## src/rtl/time_decode_if.sv

```systemverilog
// time_decode_if: request/result bundle between a seconds-count producer
// and the time_decode BCD converter.
interface time_decode_if #(
   parameter int CNT_W = 21
);
   logic             start;
   logic [CNT_W-1:0] count;
   logic             mode;
   logic             busy;
   logic             done;
   logic             range_err;
   logic [3:0]       hour_ten;
   logic [3:0]       hour_one;
   logic [3:0]       min_ten;
   logic [3:0]       min_one;
   logic [3:0]       sec_ten;
   logic [3:0]       sec_one;
   logic             pm;

   modport master (
      output start, count, mode,
      input  busy, done, range_err, hour_ten, hour_one,
             min_ten, min_one, sec_ten, sec_one, pm
   );

   modport slave (
      input  start, count, mode,
      output busy, done, range_err, hour_ten, hour_one,
             min_ten, min_one, sec_ten, sec_one, pm
   );
endinterface

```

## src/rtl/time_decode.sv

```systemverilog
// time_decode: iterative seconds-of-day to BCD HH:MM:SS converter.
// One subtract step per clock: hours, then minutes, 12-hour adjust, then
// parallel tens extraction. Optional macro LEAD_ZERO_BLANK_EN blanks a
// leading zero hour digit (4'hF) in 12-hour mode.
module time_decode #(
   parameter int CNT_W   = 21,
   parameter int DAY_SEC = 86400
) (
   input  logic         clk,
   input  logic         rst_n,
   time_decode_if.slave bus
);
   localparam logic [2:0] S_IDLE  = 3'd0;
   localparam logic [2:0] S_HRS   = 3'd1;
   localparam logic [2:0] S_MIN   = 3'd2;
   localparam logic [2:0] S_ADJ   = 3'd3;
   localparam logic [2:0] S_SPLIT = 3'd4;
   localparam logic [2:0] S_DONE  = 3'd5;

   localparam logic [CNT_W-1:0] SEC_HOUR = CNT_W'(3600);
   localparam logic [CNT_W-1:0] SEC_MIN  = CNT_W'(60);
   localparam logic [CNT_W-1:0] DAY_LIM  = CNT_W'(DAY_SEC);

   logic [2:0]       state;
   logic [CNT_W-1:0] rem;
   logic             mode_q;
   logic             err;
   logic             pm_q;
   logic [4:0]       h;
   logic [5:0]       m;
   logic [5:0]       s;
   logic [3:0]       h_t;
   logic [3:0]       m_t;
   logic [3:0]       s_t;

   // Conversion FSM, datapath and output registers; outputs only update in DONE.
   always_ff @(posedge clk or negedge rst_n) begin
      if (!rst_n) begin
         state         <= S_IDLE;
         rem           <= '0;
         mode_q        <= 1'b0;
         err           <= 1'b0;
         pm_q          <= 1'b0;
         h             <= '0;
         m             <= '0;
         s             <= '0;
         h_t           <= '0;
         m_t           <= '0;
         s_t           <= '0;
         bus.busy      <= 1'b0;
         bus.done      <= 1'b0;
         bus.range_err <= 1'b0;
         bus.hour_ten  <= '0;
         bus.hour_one  <= '0;
         bus.min_ten   <= '0;
         bus.min_one   <= '0;
         bus.sec_ten   <= '0;
         bus.sec_one   <= '0;
         bus.pm        <= 1'b0;
      end else begin
         bus.done      <= 1'b0;
         bus.range_err <= 1'b0;
         case (state)
            S_IDLE: begin
               if (bus.start) begin
                  mode_q   <= bus.mode;
                  h        <= '0;
                  m        <= '0;
                  s        <= '0;
                  h_t      <= '0;
                  m_t      <= '0;
                  s_t      <= '0;
                  bus.busy <= 1'b1;
                  state    <= S_HRS;
                  // Out-of-range (incl. the transient 86400) shows as midnight.
                  if (bus.count >= DAY_LIM) begin
                     rem <= '0;
                     err <= 1'b1;
                  end else begin
                     rem <= bus.count;
                     err <= 1'b0;
                  end
               end
            end
            S_HRS: begin
               if (rem >= SEC_HOUR) begin
                  rem <= rem - SEC_HOUR;
                  h   <= h + 5'd1;
               end else begin
                  state <= S_MIN;
               end
            end
            S_MIN: begin
               if (rem >= SEC_MIN) begin
                  rem <= rem - SEC_MIN;
                  m   <= m + 6'd1;
               end else begin
                  s     <= rem[5:0];
                  state <= S_ADJ;
               end
            end
            S_ADJ: begin
               pm_q <= (h >= 5'd12);
               if (mode_q) begin
                  if (h == 5'd0)
                     h <= 5'd12;
                  else if (h > 5'd12)
                     h <= h - 5'd12;
               end
               state <= S_SPLIT;
            end
            S_SPLIT: begin
               if (h >= 5'd10) begin
                  h   <= h - 5'd10;
                  h_t <= h_t + 4'd1;
               end
               if (m >= 6'd10) begin
                  m   <= m - 6'd10;
                  m_t <= m_t + 4'd1;
               end
               if (s >= 6'd10) begin
                  s   <= s - 6'd10;
                  s_t <= s_t + 4'd1;
               end
               // busy drops as we enter DONE so it is low by the done pulse.
               if (h < 5'd10 && m < 6'd10 && s < 6'd10) begin
                  bus.busy <= 1'b0;
                  state    <= S_DONE;
               end
            end
            S_DONE: begin
`ifdef LEAD_ZERO_BLANK_EN
               bus.hour_ten <= (mode_q && h_t == 4'd0) ? 4'hF : h_t;
`else
               bus.hour_ten <= h_t;
`endif
               bus.hour_one  <= h[3:0];
               bus.min_ten   <= m_t;
               bus.min_one   <= m[3:0];
               bus.sec_ten   <= s_t;
               bus.sec_one   <= s[3:0];
               bus.pm        <= pm_q;
               bus.done      <= 1'b1;
               bus.range_err <= err;
               state         <= S_IDLE;
            end
            default: state <= S_IDLE;
         endcase
      end
   end
endmodule

```

## src/flat_wrapper.sv

```systemverilog
// flat-port wrapper written by rule: the top's interface ports become plain ports
module time_decode_flat 
#(
   parameter int CNT_W   = 21,
   parameter int DAY_SEC = 86400
)
  (clk, rst_n, bus_start, bus_count, bus_mode, bus_busy, bus_done, bus_range_err, bus_hour_ten, bus_hour_one, bus_min_ten, bus_min_one, bus_sec_ten, bus_sec_one, bus_pm);
  time_decode_if #(.CNT_W(CNT_W)) bus_i ();
  input  logic clk;
  input  logic rst_n;
  input wire logic [$bits(bus_i.start)-1:0] bus_start;
  input wire logic [$bits(bus_i.count)-1:0] bus_count;
  input wire logic [$bits(bus_i.mode)-1:0] bus_mode;
  output wire logic [$bits(bus_i.busy)-1:0] bus_busy;
  output wire logic [$bits(bus_i.done)-1:0] bus_done;
  output wire logic [$bits(bus_i.range_err)-1:0] bus_range_err;
  output wire logic [$bits(bus_i.hour_ten)-1:0] bus_hour_ten;
  output wire logic [$bits(bus_i.hour_one)-1:0] bus_hour_one;
  output wire logic [$bits(bus_i.min_ten)-1:0] bus_min_ten;
  output wire logic [$bits(bus_i.min_one)-1:0] bus_min_one;
  output wire logic [$bits(bus_i.sec_ten)-1:0] bus_sec_ten;
  output wire logic [$bits(bus_i.sec_one)-1:0] bus_sec_one;
  output wire logic [$bits(bus_i.pm)-1:0] bus_pm;
  assign bus_i.start = bus_start;
  assign bus_i.count = bus_count;
  assign bus_i.mode = bus_mode;
  assign bus_busy = bus_i.busy;
  assign bus_done = bus_i.done;
  assign bus_range_err = bus_i.range_err;
  assign bus_hour_ten = bus_i.hour_ten;
  assign bus_hour_one = bus_i.hour_one;
  assign bus_min_ten = bus_i.min_ten;
  assign bus_min_one = bus_i.min_one;
  assign bus_sec_ten = bus_i.sec_ten;
  assign bus_sec_one = bus_i.sec_one;
  assign bus_pm = bus_i.pm;
  time_decode #(.CNT_W(CNT_W), .DAY_SEC(DAY_SEC)) u_core (.clk(clk), .rst_n(rst_n), .bus(bus_i));
endmodule
```

## config.mk

```make
export PLATFORM = sky130hd
export DESIGN_NAME = time_decode_flat
export DESIGN_NICKNAME = d
export VERILOG_FILES = /design/src/rtl/time_decode_if.sv /design/src/rtl/time_decode.sv /design/src/flat_wrapper.sv
export SDC_FILE = /design/constraint.sdc
export NUM_CORES = 1
export LEC_CHECK = 0
export ABC_AREA = 1
export CORE_ASPECT_RATIO = 1.4
export CORE_MARGIN = 2
export CORE_UTILIZATION = 58
export CTS_CLUSTER_SIZE = 24
export DETAILED_ROUTE_END_ITERATION = 10
export MAX_ROUTING_LAYER = met4
export PLACE_DENSITY = 0.83
export SYNTH_ARGS = -nofsm -noshare
export SYNTH_HDL_FRONTEND = slang
export SYNTH_SLANG_ARGS = --single-unit
```

## constraint.sdc

```tcl
create_clock -name clk -period 1.9 [get_ports clk]
set_input_delay 0.475 -clock clk [delete_from_list [all_inputs] [get_ports clk]]
set_output_delay 0.475 -clock clk [all_outputs]
set_load 0.02 [all_outputs]
```

==> results.yml, run 1 <==
run_status:
  status: "finished with violations"
  violations: "negative setup slack"
route:
  vias_per_cell: 5.84
  first_pass_iters: 6
  first_iter_violations: 508
  drcViolationCount: 0
  vias: 5934
  wl_per_cell_um: 16.4
  routed_wirelength_mm: 16.7
  ant_nets: 0
layout:
  syn2layout_area_growth_pct: 28.9
  antennaDiodeCount: 0
  design_area_um2: 7120
  drive_above_1_share_pct: 20.9
  layout.nets: 947
worst_setup_path:
  path_cells: "buf_6, inv_4, ha_4, nand2_4, nor3b_2, nand3_1, nand2_1, nor2_2, nor2_4, buf_12, nand2_4, nand2_1, nand2_1"
  r2r_start: "u_core.rem[3]$_DFFE_PN0P_"
  ff2ff_setup_slack_ns: -0.09
  cp-end-kind: "register"
  critical-path-top-delay-family: "simple AND/OR/NAND/NOR gates"
  crit_required_ns: 2.14
  arrival_ns: 2.23
  crit_slowest_cell: "dfrtp_1"
  path_class: "reg -> reg"
  critPathMostFrequentCell: "nand2_1"
  cp-startpoint: "u_core.rem[3]$_DFFE_PN0P_"
  worst_setup_path_start_kind: "register"
  path_buf_inv: 3
  path_max_fanout: 4
  slowest_delay_ns: 0.44
floorplan:
  core-area_um2: 9350
  die_y_um: 119
  initial_core_util_pct: 59.1
  io-pin-count: 53
  core.rowCount: 42
  die_area_um2: 10300
  die_x_um: 86.5
clock_network:
  clkTransAtPathRegs_ns: 0.06
  clkSinkCount: 84
  cts.path.max_buffers: 2
  clock_latency_ns: 0.35
  cts_hold_buffers: 0
  htreeDepth: 3
  cts_tree: "built"
  clock-root-buffer: "clkbuf_16"
  cts_inserted_buffers: 9
logic_synthesis:
  syn_inst: 790
  syn_avg_cell_area_um2: 6.99
  ys_ff_latch: 84
  synth-adder-area-share_pct: 4.76
  synth_top_family_by_area: "simple AND/OR/NAND/NOR gates"
  synth_top_area_share_pct: 38.0
  synth_mux_area_share_pct: 0
  synth_xor_area_share_pct: 1.27
  synth_compound_area_share_pct: 11.3
  yosysTopAreaCell: "dfrtp_1"
  yosys.area_share.simple_pct: 36.5
  synth_nets: 836
  yosysSeqAreaShare_pct: 38.0
  synth.distinct_cells: 40
  synth_area_um2: 5530
  yosys-top-cells-area: "dfrtp_1 (38%), nand2_1 (17%), nand3_1 (8.2%), inv_1 (5.4%), ha_1 (4.8%)"
  ys_warn_count: 0
sta:
  setup_viol: 17
  worstMarginPinSlew_ns: 0.668
  layout_min_cycle_time_ns: 1.99
  rsz0062_at_grt: "true"
  layout_setup_ws_ns: -0.0906
  fin_tns_setup_ns: -0.903
  hold-worst-slack_ns: 0.0278
  max_freq_mhz: 502
  clock_skew_ns: 0.00314
  slew_violations: 0
  hold_viol: 0
  slew_headroom_pct: 55.4
  period_share_pct: 105
pwr:
  ir_worst_vdd_mv: 0.875
  p_leak_uw: 0.00355
  power.density_nw_per_um2: 1610
job:
  max_cap_violations: 0
hold_path:
  worstHoldPathType: "in -> async"
global_route:
  grt_pass1_wl_mm: 25.6
  gr-usage-met1_pct: 35.1
  grt_start_max_net_pins: 48
  antenna_found_initial: 0
  grt.overflow.total: 0
  met2_usage_pct: 54.9
  grt_pass1_vias: 5613
  grtUsageMet3_pct: 4.09
  busiest_layer: "met2"
  grtUsageTotal_pct: 31.8
placed_design:
  gp_congestion: 0.968
  io_buffers: 52
  hpwl_mm: 11.6
  place_area_um2: 6510
## state kept, by name, summed over array words and instances (netlist names), 3 cells and up
name,count
u_core.bus.sec_one,4
u_core.s,6
u_core.h,5
u_core.h_t,4
u_core.m_t,4
u_core.rem,21
u_core.bus.sec_ten,4
u_core.state,3
u_core.bus.hour_one,4
u_core.bus.hour_ten,4
u_core.s_t,4
u_core.bus.min_ten,4
u_core.bus.min_one,4
u_core.m,6
## power breakdown
part	internal [µW]	leakage, µW	total, µW	switching (µW)
sequential	2360	0.00110	2960	595
combinational	2450	0.00231	6700	4250
clock	1040	0.000145	1820	783
## cell usage in the layout, fill, tap and decap left out, types with 19 or more instances in the layout
cell type          n
dfrtp_1           68
o21ai_1           24
nand3_1           86
buf_4             60
inv_1             71
clkdlybuf4s50_1   51
inv_2             19
o21ai_0           49
nand2_1          242
nor2_1            46
## area by class of cell
type | instances | area (µm²)
clock inverter | 7 | 82.6
tap | 110 | 138
sequential | 84 | 2120
clock buffer | 9 | 225
multi-input combinational | 597 | 3170
timing repair buffer | 115 | 1020
inverter | 94 | 368
fill | 678 | 2230
## cell usage after synthesis
library cell and number:
nor2_2 7, buf_1 3, o31ai_1 2, xor2_1 8, ha_1 21, a21oi_1 18
buf_6 2, clkbuf_1 5, nor2_8 1, inv_1 79, nand3_1 90, nand3b_1 1
o21a_1 2, a21o_1 1, inv_4 1, o21ai_1 23, a32oi_1 3, or2_2 2
dfrtp_1 84, buf_4 1, a21oi_2 1, nand4_1 10, nand3_2 4, a31oi_1 2
nand2_2 8, nor3b_1 3, nor2_4 6, nand2_1 250, a21boi_0 1, nor2_1 58
buf_2 7, inv_2 14, o22ai_1 6, a21oi_4 1, nand2_4 2, nor3_1 9
o21ai_0 51, nor3_4 1, a211oi_1 1, o32ai_1 1
## layer usage
layer | wire (µm) | part of all wire [%]
met4 | 890 | 5.3
met2 | 8820 | 53
met1 | 6170 | 37
met3 | 815 | 4.9
met5 | 0 | 0
## path summary, 6_finish.rpt
check / end / depth (start not counted)
worst max-delay path: u_core.rem[16]$_DFFE_PN0P_ / 13
worst min-delay path: u_core.bus.hour_ten[3]$_DFFE_PN0P_ / 1
worst max register to register: u_core.rem[16]$_DFFE_PN0P_ / 13
worst min register to register: u_core.bus.hour_ten[2]$_DFFE_PN0P_ / 2
max in group asynchronous: u_core.rem[4]$_DFFE_PN0P_ / 2
min in group clk: u_core.bus.hour_ten[2]$_DFFE_PN0P_ / 2
## per-stage QoR
stage	power (µW)	worst slack, ns	instances	utilization, %
after CTS	10600	0.0143	1005	72.9
after global routing	12300	-0.155	1016	76.2
after detailed placement	8800	-0.164	989	69.6
after floorplan	6770	0.235	790	-
after global placement	8550	-0.0973	989	69.6
final	11500	-0.0906	1016	76.2
## cell families (layout without fill, tap and decap cells)
kind of cell,count (synthesis),in the layout
AO/OA/AOI/OAI,113,113
XOR/XNOR,8,8
adder cells (fa/ha/maj),21,21
buffers and inverters,112,225
flip-flops,84,84
AND/OR/NAND/NOR,452,455
## what timing repair did
action | in CTS | in global routing
gates cloned | 0 | 3
endpoints found under the setup margin | 1 | 37
gates resized for setup | 1 | 74
setup buffers | 0 | 8
pin swaps | 0 | 15
No activity file was read; power rests on OpenSTA's default activity.
==> run 2, diff against run 1 <==
--- a/config.mk
+++ b/config.mk
@@ -11,7 +11,6 @@
 export CORE_UTILIZATION = 58
 export CTS_CLUSTER_SIZE = 24
 export DETAILED_ROUTE_END_ITERATION = 10
-export MAX_ROUTING_LAYER = met4
 export PLACE_DENSITY = 0.83
 export SYNTH_ARGS = -nofsm -noshare
 export SYNTH_HDL_FRONTEND = slang
==> run 2 against run 1 <==
  * The run now ends clean
  * Die area stayed put
  * Largest power group unchanged
  * Utilization up 0.43 points
  * Clock skew increased by 0.0016 ns
  * Cell count grew 0.59%
==> results.yml, run 2 (same netlist as run 1, synthesis figures left out) <==
placed_design:
  place_ws_ns: -0.243
  io_buffers: 52
  hpwl_mm: 11.7
  gp_congestion: 0.961
global_route:
  grt_pass1_vias: 5766
  grt_start_max_net_pins: 48
  antenna_found_initial: 0
  grtUsageTotal_pct: 32.7
  grt.overflow.total: 0
  grt_pass1_wl_mm: 26.7
layout:
  top_regs: "u_core.rem x21, u_core.m x6, u_core.s x6"
  layout_common_cells: "nand2_1 (240), nand3_1 (88), inv_1 (71), dfrtp_1 (69), buf_4 (62)"
  largest_reg_flops: 21
  final_common_cell: "nand2_1"
  syn2layout_area_growth_pct: 29.7
  top_register: "u_core.rem"
  layout.nets: 953
  drive_above_1_share_pct: 20.9
  antennaDiodeCount: 0
pwr:
  seq_power_share_pct: 25.3
  p_comb_share_pct: 58.9
  pwr-share-clk_pct: 15.8
  ir_worst_vdd_mv: 0.851
  p_leak_uw: 0.00357
  p_int_uw: 5940
  swShare_pct: 48.8
  p_sw_uw: 5650
  finalPower_uw: 11600
  power.density_nw_per_um2: 1620
floorplan:
  core-area_um2: 9350
  io-pin-count: 53
  core.rowCount: 42
  die_area_um2: 10300
  die_x_um: 86.5
  initial_core_util_pct: 59.1
  die_y_um: 119
clock_network:
  cts_inserted_buffers: 9
  clock_latency_ns: 0.35
  clkSinkCount: 84
  cts.path.max_buffers: 2
  clkTransAtPathRegs_ns: 0.06
  htreeDepth: 3
  cts_hold_buffers: 0
  clock-root-buffer: "clkbuf_16"
  cts_tree: "built"
worst_setup_path:
  path_class: "reg -> reg"
  cp-end-kind: "register"
  arrival_ns: 2.12
  path_max_fanout: 8
  worst_setup_path_start_kind: "register"
  crit_required_ns: 2.14
sta:
  slew_headroom_pct: 55.7
  fin_tns_setup_ns: 0
  hold_viol: 0
  layout_min_cycle_time_ns: 1.88
  slew_violations: 0
  max_freq_mhz: 532
  rsz0062_at_grt: "true"
  clock_skew_ns: 0.00476
  layout_setup_ws_ns: 0.0212
  setup_viol: 0
  worstMarginPinSlew_ns: 0.664
  period_share_pct: 98.9
route:
  vias: 6040
  vias_per_cell: 5.91
  wl_per_cell_um: 16.9
  ant_nets: 0
  routed_wirelength_mm: 17.2
  first_iter_violations: 560
  drcViolationCount: 0
  first_pass_iters: 5
job:
  max_cap_violations: 0
run_status:
  status: "finished clean"
hold_path:
  worstHoldPathType: "in -> async"
run 2: worst max-delay path, cell delays in order (launching register included):
cell,delay (ns)
dfrtp_2,0.47
inv_4,0.10
ha_2,0.20
nand2_4,0.05
nor3b_2,0.18
nand3_1,0.11
nand2_1,0.10
nor2_2,0.06
nor2_4,0.20
nand2_4,0.16
nand2_1,0.10
nand2_1,0.04
run 2: final timing paths:
check                                                        start                            endpoint  slack [ns]  depth (start not counted)
min in group clk                u_core.bus.hour_ten[2]$_DFFE_PN0P_  u_core.bus.hour_ten[2]$_DFFE_PN0P_        0.48                          2
worst max register to register           u_core.rem[5]$_DFFE_PN0P_           u_core.rem[4]$_DFFE_PN0P_        0.02                         11
worst max-delay path                     u_core.rem[5]$_DFFE_PN0P_           u_core.rem[4]$_DFFE_PN0P_        0.02                         11
worst min-delay path                                         rst_n  u_core.bus.hour_one[0]$_DFFE_PN0P_         0.1                          1
max in group asynchronous                                    rst_n           u_core.rem[2]$_DFFE_PN0P_        1.18                          2
worst min register to register  u_core.bus.hour_ten[2]$_DFFE_PN0P_  u_core.bus.hour_ten[2]$_DFFE_PN0P_        0.48                          2
run 2: metal layers:
metal | vias to the layer above | global-route usage (%) | wire length (µm)
met5 | - | 0 | 0
met4 | 0 | 19.6 | 1010
li1 | 2807 | - | -
met2 | 295 | 58.8 | 9050
met1 | 2848 | 35.6 | 6170
met3 | 90 | 3.88 | 1000
run 2: through the flow:
| step | hold slack (ns) | instance area [µm²] | util, % | std cells |
|---|---|---|---|---|
| final | 0.0993 | 7160 | 76.6 | 1022 |
| after global routing | 0.134 | 7160 | 76.6 | 1022 |
| after CTS | 0.115 | 6890 | 73.6 | 1008 |
| after detailed placement | 0.464 | 6540 | 69.9 | 989 |
| after global placement | 0.455 | 6540 | 69.9 | 989 |
| after floorplan | 0.179 | 5530 | - | 790 |
run 2: power by group through the flow:
stage / clock network (µW) / registers (µW) / logic, µW
2_1_floorplan: 0 / 3020 / 3760
3_3_place_gp: 0 / 2860 / 5730
3_5_place_dp: 0 / 2890 / 5940
4_1_cts: 1820 / 2870 / 6160
5_1_grt: 1900 / 2980 / 7490
6_report: 1830 / 2930 / 6820
run 2: cell type report:
type / count / area [µm²]
clock buffers: 10 / 239
clock inverters: 6 / 70.1
multi-input cells: 599 / 3150
inverters: 94 / 365
well taps: 110 / 138
repair buffers: 119 / 1080
flip-flops and latches: 84 / 2120
fillers: 707 / 2190
run 2: what timing repair did:
| item | CTS | global route |
|---|---|---|
| gates cloned | 2 | 3 |
| buffers inserted | 1 | 11 |
| setup endpoints to repair | 17 | 41 |
| gates resized for setup | 6 | 65 |
| pin swaps | 3 | 16 |
